--- src/rtl/volume_dispenser.sv ---
// Digit-entry volume dispenser: builds a decimal amount from switch presses,
// then opens the valve for amount*CYCLES_PER_ML cycles with pause/resume/cancel.
module volume_dispenser #(
  parameter int CLOCK_PERIOD_NS = 20,
  parameter int NS_PER_ML       = 1000000,
  parameter int MAX_DIGITS      = 4,
  parameter int SWITCH_COUNT    = 10,
  localparam int CYCLES_PER_ML  = NS_PER_ML / CLOCK_PERIOD_NS,
  localparam int AMOUNT_WIDTH   = $clog2(10**MAX_DIGITS)
) (
  input  logic                    clock,
  input  logic                    reset,
  input  logic [SWITCH_COUNT-1:0] switches,
  input  logic                    button_add,
  input  logic                    button_ok,
  input  logic                    button_cancel,
  output logic [1:0]              current_state,
  output logic                    valve_open,
  output logic [AMOUNT_WIDTH-1:0] total_amount_in_ml,
  output logic [AMOUNT_WIDTH-1:0] remaining_ml,
  output logic                    done
);

  localparam int TICK_W = (CYCLES_PER_ML > 1) ? $clog2(CYCLES_PER_ML) : 1;
  localparam int CNT_W  = $clog2(MAX_DIGITS + 1);

  localparam logic [1:0] ST_READ     = 2'd0;
  localparam logic [1:0] ST_DISPENSE = 2'd1;
  localparam logic [1:0] ST_PAUSED   = 2'd2;

  if (CYCLES_PER_ML < 1 || CYCLES_PER_ML * CLOCK_PERIOD_NS != NS_PER_ML) begin : g_bad_rate
    $error("NS_PER_ML must be a non-zero exact multiple of CLOCK_PERIOD_NS");
  end
  if (SWITCH_COUNT > 10 || SWITCH_COUNT < 1) begin : g_bad_switches
    $error("SWITCH_COUNT must be in 1..10");
  end

  logic [1:0]              r_state;
  logic                    r_valve;
  logic                    r_done;
  logic [AMOUNT_WIDTH-1:0] r_amount;
  logic [AMOUNT_WIDTH-1:0] r_remaining;
  logic [CNT_W-1:0]        r_count;
  logic [TICK_W-1:0]       r_tick;

  logic [3:0]              w_digit;
  logic                    w_any_switch;
  logic                    w_accept_digit;
  logic                    w_wrap;

  // Lowest-index set switch wins, so scan from the top down.
  always_comb begin
    w_digit = 4'd0;
    for (int i = SWITCH_COUNT - 1; i >= 0; i--) begin
      if (switches[i]) w_digit = 4'(i);
    end
  end

  assign w_any_switch   = |switches;
  assign w_accept_digit = w_any_switch && (r_count < CNT_W'(MAX_DIGITS)) &&
                          !((r_amount == '0) && (w_digit == 4'd0));
  assign w_wrap         = (r_tick == TICK_W'(CYCLES_PER_ML - 1));

  always_ff @(posedge clock) begin
    if (reset) begin
      r_state     <= ST_READ;
      r_valve     <= 1'b0;
      r_done      <= 1'b0;
      r_amount    <= '0;
      r_remaining <= '0;
      r_count     <= '0;
      r_tick      <= '0;
    end else begin
      r_done <= 1'b0;
      case (r_state)
        ST_READ: begin
          if (button_cancel) begin
            r_amount <= '0;
            r_count  <= '0;
          end else if (button_ok) begin
            if (r_amount != '0) begin
              r_state     <= ST_DISPENSE;
              r_valve     <= 1'b1;
              r_remaining <= r_amount;
              r_tick      <= '0;
            end
          end else if (button_add && w_accept_digit) begin
            r_amount <= AMOUNT_WIDTH'(r_amount * AMOUNT_WIDTH'(10) + AMOUNT_WIDTH'(w_digit));
            r_count  <= r_count + CNT_W'(1);
          end
        end
        ST_DISPENSE: begin
          if (button_cancel) begin
            r_state     <= ST_READ;
            r_valve     <= 1'b0;
            r_amount    <= '0;
            r_remaining <= '0;
            r_count     <= '0;
            r_tick      <= '0;
          end else if (w_wrap && (r_remaining == AMOUNT_WIDTH'(1))) begin
            // Completion takes precedence over a coincident pause request.
            r_state     <= ST_READ;
            r_valve     <= 1'b0;
            r_done      <= 1'b1;
            r_amount    <= '0;
            r_remaining <= '0;
            r_count     <= '0;
            r_tick      <= '0;
          end else begin
            r_tick <= w_wrap ? '0 : r_tick + TICK_W'(1);
            if (w_wrap) r_remaining <= r_remaining - AMOUNT_WIDTH'(1);
            if (button_ok) begin
              r_state <= ST_PAUSED;
              r_valve <= 1'b0;
            end
          end
        end
        ST_PAUSED: begin
          if (button_cancel) begin
            r_state     <= ST_READ;
            r_amount    <= '0;
            r_remaining <= '0;
            r_count     <= '0;
            r_tick      <= '0;
          end else if (button_ok) begin
            r_state <= ST_DISPENSE;
            r_valve <= 1'b1;
          end
        end
        default: begin
          r_state <= ST_READ;
          r_valve <= 1'b0;
        end
      endcase
    end
  end

  assign current_state      = r_state;
  assign valve_open         = r_valve;
  assign total_amount_in_ml = r_amount;
  assign remaining_ml       = r_remaining;
  assign done               = r_done;

endmodule

--- config.mk ---
export PLATFORM = sky130hd
export DESIGN_NAME = volume_dispenser
export DESIGN_NICKNAME = d
export VERILOG_FILES = /design/src/rtl/volume_dispenser.sv
export SDC_FILE = /design/constraint.sdc
export NUM_CORES = 1
export LEC_CHECK = 0
export ABC_AREA = 1
export CELL_PAD_IN_SITES_DETAIL_PLACEMENT = 0
export CELL_PAD_IN_SITES_GLOBAL_PLACEMENT = 1
export CORE_MARGIN = 1
export CORE_UTILIZATION = 40
export CTS_CLUSTER_DIAMETER = 40
export CTS_CLUSTER_SIZE = 16
export DETAILED_ROUTE_END_ITERATION = 8
export PLACE_DENSITY_LB_ADDON = 0.2
export REMOVE_ABC_BUFFERS = 1
export SLEW_MARGIN = 20
export SYNTH_ARGS = -nofsm -noshare
export SYNTH_HDL_FRONTEND = slang
export SYNTH_SLANG_ARGS = --single-unit
--- constraint.sdc ---
create_clock -name clock -period 2.9 [get_ports clock]
set_input_delay 0.725 -clock clock [delete_from_list [all_inputs] [get_ports clock]]
set_output_delay 0.725 -clock clock [all_outputs]
set_load 0.1 [all_outputs]
# == Word-level counts from Yosys, hierarchy flattened ==
# Index checks and enable logic that the tools add are counted.
# classes
mux,58
reduce_logical,18
n_mul,1
add_sub_neg,4
magnitude_cmp,1
eq_ne,16
bitwise,1
# ops
cell,count
14-bit two-way mux,12
16-bit two-way mux,7
14-bit case mux with 3 select lines,2
16-bit case mux with 3 select lines,1
4-bit two-way mux,10
3-bit two-way mux,6
"16-bit by 1-bit adder with 16-bit output, second input constant",1
"16-bit equality test, second input constant",1
2-bit two-way mux,8
5-bit AND reduction,3
14-bit by 4-bit adder with 14-bit output,1
"14-bit by 1-bit equality test with 1-bit output, second input constant",1
14-bit logical NOT,1
"14-bit by 3-bit multiplier with 13-bit output, second input constant",1
14-bit nonzero test,1
"14-bit by 1-bit subtractor with 14-bit output, second input constant",1
"2-bit != test, second input constant",6
"3-bit != test, second input constant",4
6-bit AND reduction,2
10-bit OR reduction,1
1-bit two-way mux,9
3-bit case mux with 3 select lines,1
"4-bit != test, second input constant",2
2-bit case mux with 3 select lines,1
12 further kinds,16
# totals
elab_cells,106
register_bits,51
out_inout_bits,32

# == Depth between registers and ports, before layout ==
# logic_depth
word_depth,19
mapped_depth,18
mapped_depth_nobuf,18

# == Worst setup path before layout ==
# Ideal clock, no wire load.
# synth_path
kind,flip-flop to flip-flop
startpoint,register r_amount[3] (netlist: total_amount_in_ml[3])
endpoint,register r_amount[11] (netlist: total_amount_in_ml[11])
path_stages_with_launch,13
required_time_ps,2768
setup_slack_ps,-249
period_less_slack_ps,3149
arrival_ps,3016
path_cell_list,dfxtp_1 > ha_1 > ha_1 > fa_1 > xnor2_1 > nor2_1 > inv_1 > nor2_1 > nand3_1 > nor2_1 > nor2_1 > nand4_1 > a21oi_1
# synth_via
elab_chain_cells,7
word_cells_on_any_way,13
classes_between,add/sub: 1; mul: 1; eq/ne: 1; mux: 4; reduce/logical: 6
# synth_lines
item,line_no,rtl
start: declaration,41,logic [AMOUNT_WIDTH-1:0] r_amount;
start signal: assignment,88,r_amount <= AMOUNT_WIDTH'(r_amount * AMOUNT_WIDTH'(10) + AMOUNT_WIDTH'(w_digit));
"parallel branches: the longest is 7 deep, another holds 14-bit by 3-bit multiplier with 13-bit output",--,
# Parallel ways; which one is timed is not known. The select of a mux whose other input is x is not followed.
# A chain may end at the register's enable or synchronous reset.

# == Final worst setup path ==
# layout_path
startpoint,input port switches[5]
endpoint,register r_amount[9] (netlist: total_amount_in_ml[9])
# layout_via
elab_chain_cells,13
word_cells_on_any_way,20
classes_between,add/sub: 1; eq/ne: 1; mux: 10; reduce/logical: 8
# layout_lines
item,line_no,rtl
start: declaration,13,"input logic [SWITCH_COUNT-1:0] switches,"
"parallel branches: the longest is 13 deep, another holds 14-bit by 4-bit adder with 14-bit output",--,
# Parallel ways; which one is timed is not known. The select of a mux whose other input is x is not followed.

==> key figures <==
Status
  • Status: completed

Global routing
  • Number of global-route vias before repair: 3948
  • GRT Resource Usage Total: 0.225
  • Largest net degree at the start of global routing: 21
  • Initial antenna violation count: 0
  • First-pass GRT wire length: around 19000 um
  • Total grt overflow: 0

Timing
  • RSZ-0062 raised after global routing: no
  • Fmax: 379 MHz
  • Worst-Margin Slew: 0.412 ns
  • Clock Skew: 0.00713 ns
  • Final setup vio count: 0
  • Rel. slew slack: 0.724
  • Final min period: 2.64 ns
  • Fin Setup TNS: 0 ns
  • Final Hold Viols: 0
  • Period utilization: 0.909
  • Max Slew Vio Count: 0

Cells and area
  • Share of cells above drive strength 1: 0.134
  • Register area: 1020 um2
  • Nets@finish: ~760
  • Area Growth Syn to Fin: 20.8%
  • Ant. Diodes: 0
  • Fill cells: 1036
  • Final Core Density: 0.498
  • Multi-input logic area: 2610 um2

Pwr
  • Int Pwr: 1.41 mW
  • Switching Share: 0.470
  • Clock share of power: 0.199
  • Worst vdd ir: ~0.00033 V
  • Seq pwr share: 0.302
  • Pwr dens: 545 nW/um2
  • Psw: about 1.2 mW
  • Pleak: 2.30 nW
  • Comb pwr share: 0.499

Critical path
  • Max FO, Critical Path: 7
  • R2r setup slk: 0.28 ns
  • CP max-delay cell: clkdlybuf4s50_1
  • CP Capture Type: flop
  • CP Launch Point: switches[5]
  • R2R depth: 17
  • Worst reg2reg startpoint: total_amount_in_ml[1]
  • Worst stage delay on the critical path: around 0.43 ns
  • Crit path launch type: input port
  • Worst R2R End: total_amount_in_ml[12]
  • Crit path required time: around 3.1 ns
  • Worst path cell trace: clkdlybuf4s50_1 > nor2_2 > o21ai_1 > nand2_1 > nand2_1 > inv_1 > ha_1 > inv_1 > fa_1 > inv_1 > nand3_1 > nand2_2 > nand3_1 > nand2_1 > nand4_1 > a21oi_1
  • Crit Path Category: input port to flop
  • Arrival time worst endpoint: around 2.9 ns

Die
  • Die ar.: 10500 um2
  • Rows: 36
  • Initial Utilization: 0.412
  • Die width: ~100 um
  • Die Y: 102 um
  • IO Pins: 47
  • Core area: between 9000 and 10000 um2

Hold path
  • Hold crit path type: flop to flop
  • Hold path start: valve_open
  • Hold path endpoint: valve_open
  • WHS Path Cells: 2

Logic synthesis
  • Ys Warns: 0
  • Synth cell count leaders: 177 x nand2_1, 87 x inv_1, 73 x nor2_1, 51 x dfxtp_1, 42 x nand3_1
  • Cell Area, Synth: between 4000 and 5000 um2
  • Top cells by area, synth: dfxtp_1 25%, nand2_1 16%, ha_1 9.3%, inv_1 8.1%, nor2_1 6.8%
  • Async SR Flop Fraction: 0
  • Number of distinct library cells after synthesis: 45
  • Top-area cell type share of the netlist area: 0.253
  • Register bit total from synthesis: 51
  • Seq/Total Area, Yosys: 0.253
  • Most frequent cell after synthesis: nand2_1
  • EDFF count, synth: 0
  • Syn Inst Count: 644
  • Synth area leader: dfxtp_1
  • Synth Flop Type: dfxtp_1
  • Mean post-synth cell area: approximately 6.3 um2

CTS
  • # Post-CTS Setup Buffers: 0
  • Post-cts gate resize count: 0
  • Hold_buf cts: 0
  • Worst-path clk slew: 0.10 ns
  • CTS tree: built
  • CTS H-tree lvls: 2
  • Worst-Skew Late Latency: between 0.3 and 0.4 ns
  • CTS Buf Count: 5
  • Clock Sinks: 51
  • Root buf cell: clkbuf_8
  • CTS Buffer Depth: 2

Placed design
  • DPL Wire Length: 8930 um
  • Port Buf Inserts: 46
  • RD Place Congestion: 0.858

Routing
  • Remaining DRCs: 0
  • Routed WL per cell: 13.1 um
  • Post-Route WL: 11100 um
  • Vias: 4307
  • DRT Pass-1 Iters: 5
  • Initial DRC count: 165
  • Via/cell ratio: 5.08
  • Antenna-violating nets left: 0

Flow run
  • Max-cap violation count: 0
==> worst max-delay path by stage <==
stage / cells past startpoint / end
6_report: 16 / total_amount_in_ml[9]
5_1_grt: 17 / total_amount_in_ml[12]
4_1_cts: 16 / total_amount_in_ml[9]
3_5_place_dp: 16 / total_amount_in_ml[9]
3_3_place_gp: 16 / total_amount_in_ml[9]
2_1_floorplan: 12 / total_amount_in_ml[11]
==> placed cells by master (no fill, tap or decap), types with 2 or more instances in the layout <==
cell type / count
a21oi_1: 41
a31oi_1: 2
buf_4: 59
clkbuf_8: 6
clkdlybuf4s50_1: 14
dfxtp_1: 51
fa_1: 2
ha_1: 30
inv_1: 87
inv_2: 4
nand2_1: 176
nand2_2: 7
nand3_1: 42
nand3_2: 2
nand4_1: 22
nor2_1: 71
nor2_2: 2
nor2_4: 4
nor3_1: 14
nor3_2: 2
nor4_1: 2
o211ai_1: 2
o21ai_0: 29
o21ai_1: 4
o22ai_1: 5
or2_0: 2
or2_2: 2
xnor2_1: 4
xor2_1: 9
==> power groups by stage <==
stage / clock network (mW) / logic [mW] / registers [mW]
2_1_floorplan: 0 / 0.649 / 1.10
3_3_place_gp: 0 / 1.32 / 0.817
3_5_place_dp: 0 / 1.32 / 0.817
4_1_cts: 0.539 / 1.32 / 0.802
5_1_grt: 0.576 / 1.45 / 0.809
6_report: 0.528 / 1.32 / 0.802
==> sequential cells by signal, summed over array words and instances, names as in the netlist <==
signal / cells
remaining_ml: 14
valve_open: 1
r_count: 3
r_tick: 16
current_state: 2
total_amount_in_ml: 14
done: 1
==> area by class of cell <==
cell class                 count  area share
clock buffer                   6      0.0170
multi-input combinational    490       0.537
timing repair buffer          74       0.124
tap                          133      0.0342
clock inverter                 2     0.00720
sequential                    51       0.210
inverter                      92      0.0710
==> cells by family (layout without fill, tap and decap cells) <==
| group | after synthesis | count (layout) | synth area share |
|---|---|---|---|
| AO/OA/AOI/OAI | 92 | 92 | 0.126 |
| buffers and inverters | 103 | 174 | 0.101 |
| flip-flops | 51 | 51 | 0.253 |
| XOR/XNOR | 13 | 13 | 0.0283 |
| adder cells (fa/ha/maj) | 32 | 32 | 0.103 |
| AND/OR/NAND/NOR | 353 | 353 | 0.387 |
==> through the flow <==
| stage | cell area [um2] | worst slack, ns | hold WS, ns | cells | power [mW] |
|---|---|---|---|---|---|
| after floorplan | 3970 | -0.241 | 0.437 | 633 | 1.75 |
| after global placement | 4730 | -0.126 | 0.449 | 840 | 2.13 |
| after detailed placement | 4730 | -0.150 | 0.458 | 840 | 2.14 |
| after CTS | 4850 | 0.166 | 0.474 | 848 | 2.67 |
| after global routing | 4860 | 0.00581 | 0.501 | 848 | 2.83 |
| final | 4860 | 0.264 | 0.473 | 848 | 2.65 |
==> per-layer routing <==
layer | share of wire | GRT usage
met5 | 0 | 0
met4 | 0.0097 | 0.0462
met3 | 0.032 | 0.0226
met2 | 0.48 | 0.389
met1 | 0.48 | 0.302
==> critical path: cells and delay by family <==
kind | cells | cell delay (ns)
and+or+nand+nor | 8 | 0.77
buffers and inverters | 4 | 0.62
AOI/OAI and AO/OA | 2 | 0.22
adders and majority gates | 2 | 0.52
No activity file was read; power rests on OpenSTA's default activity.
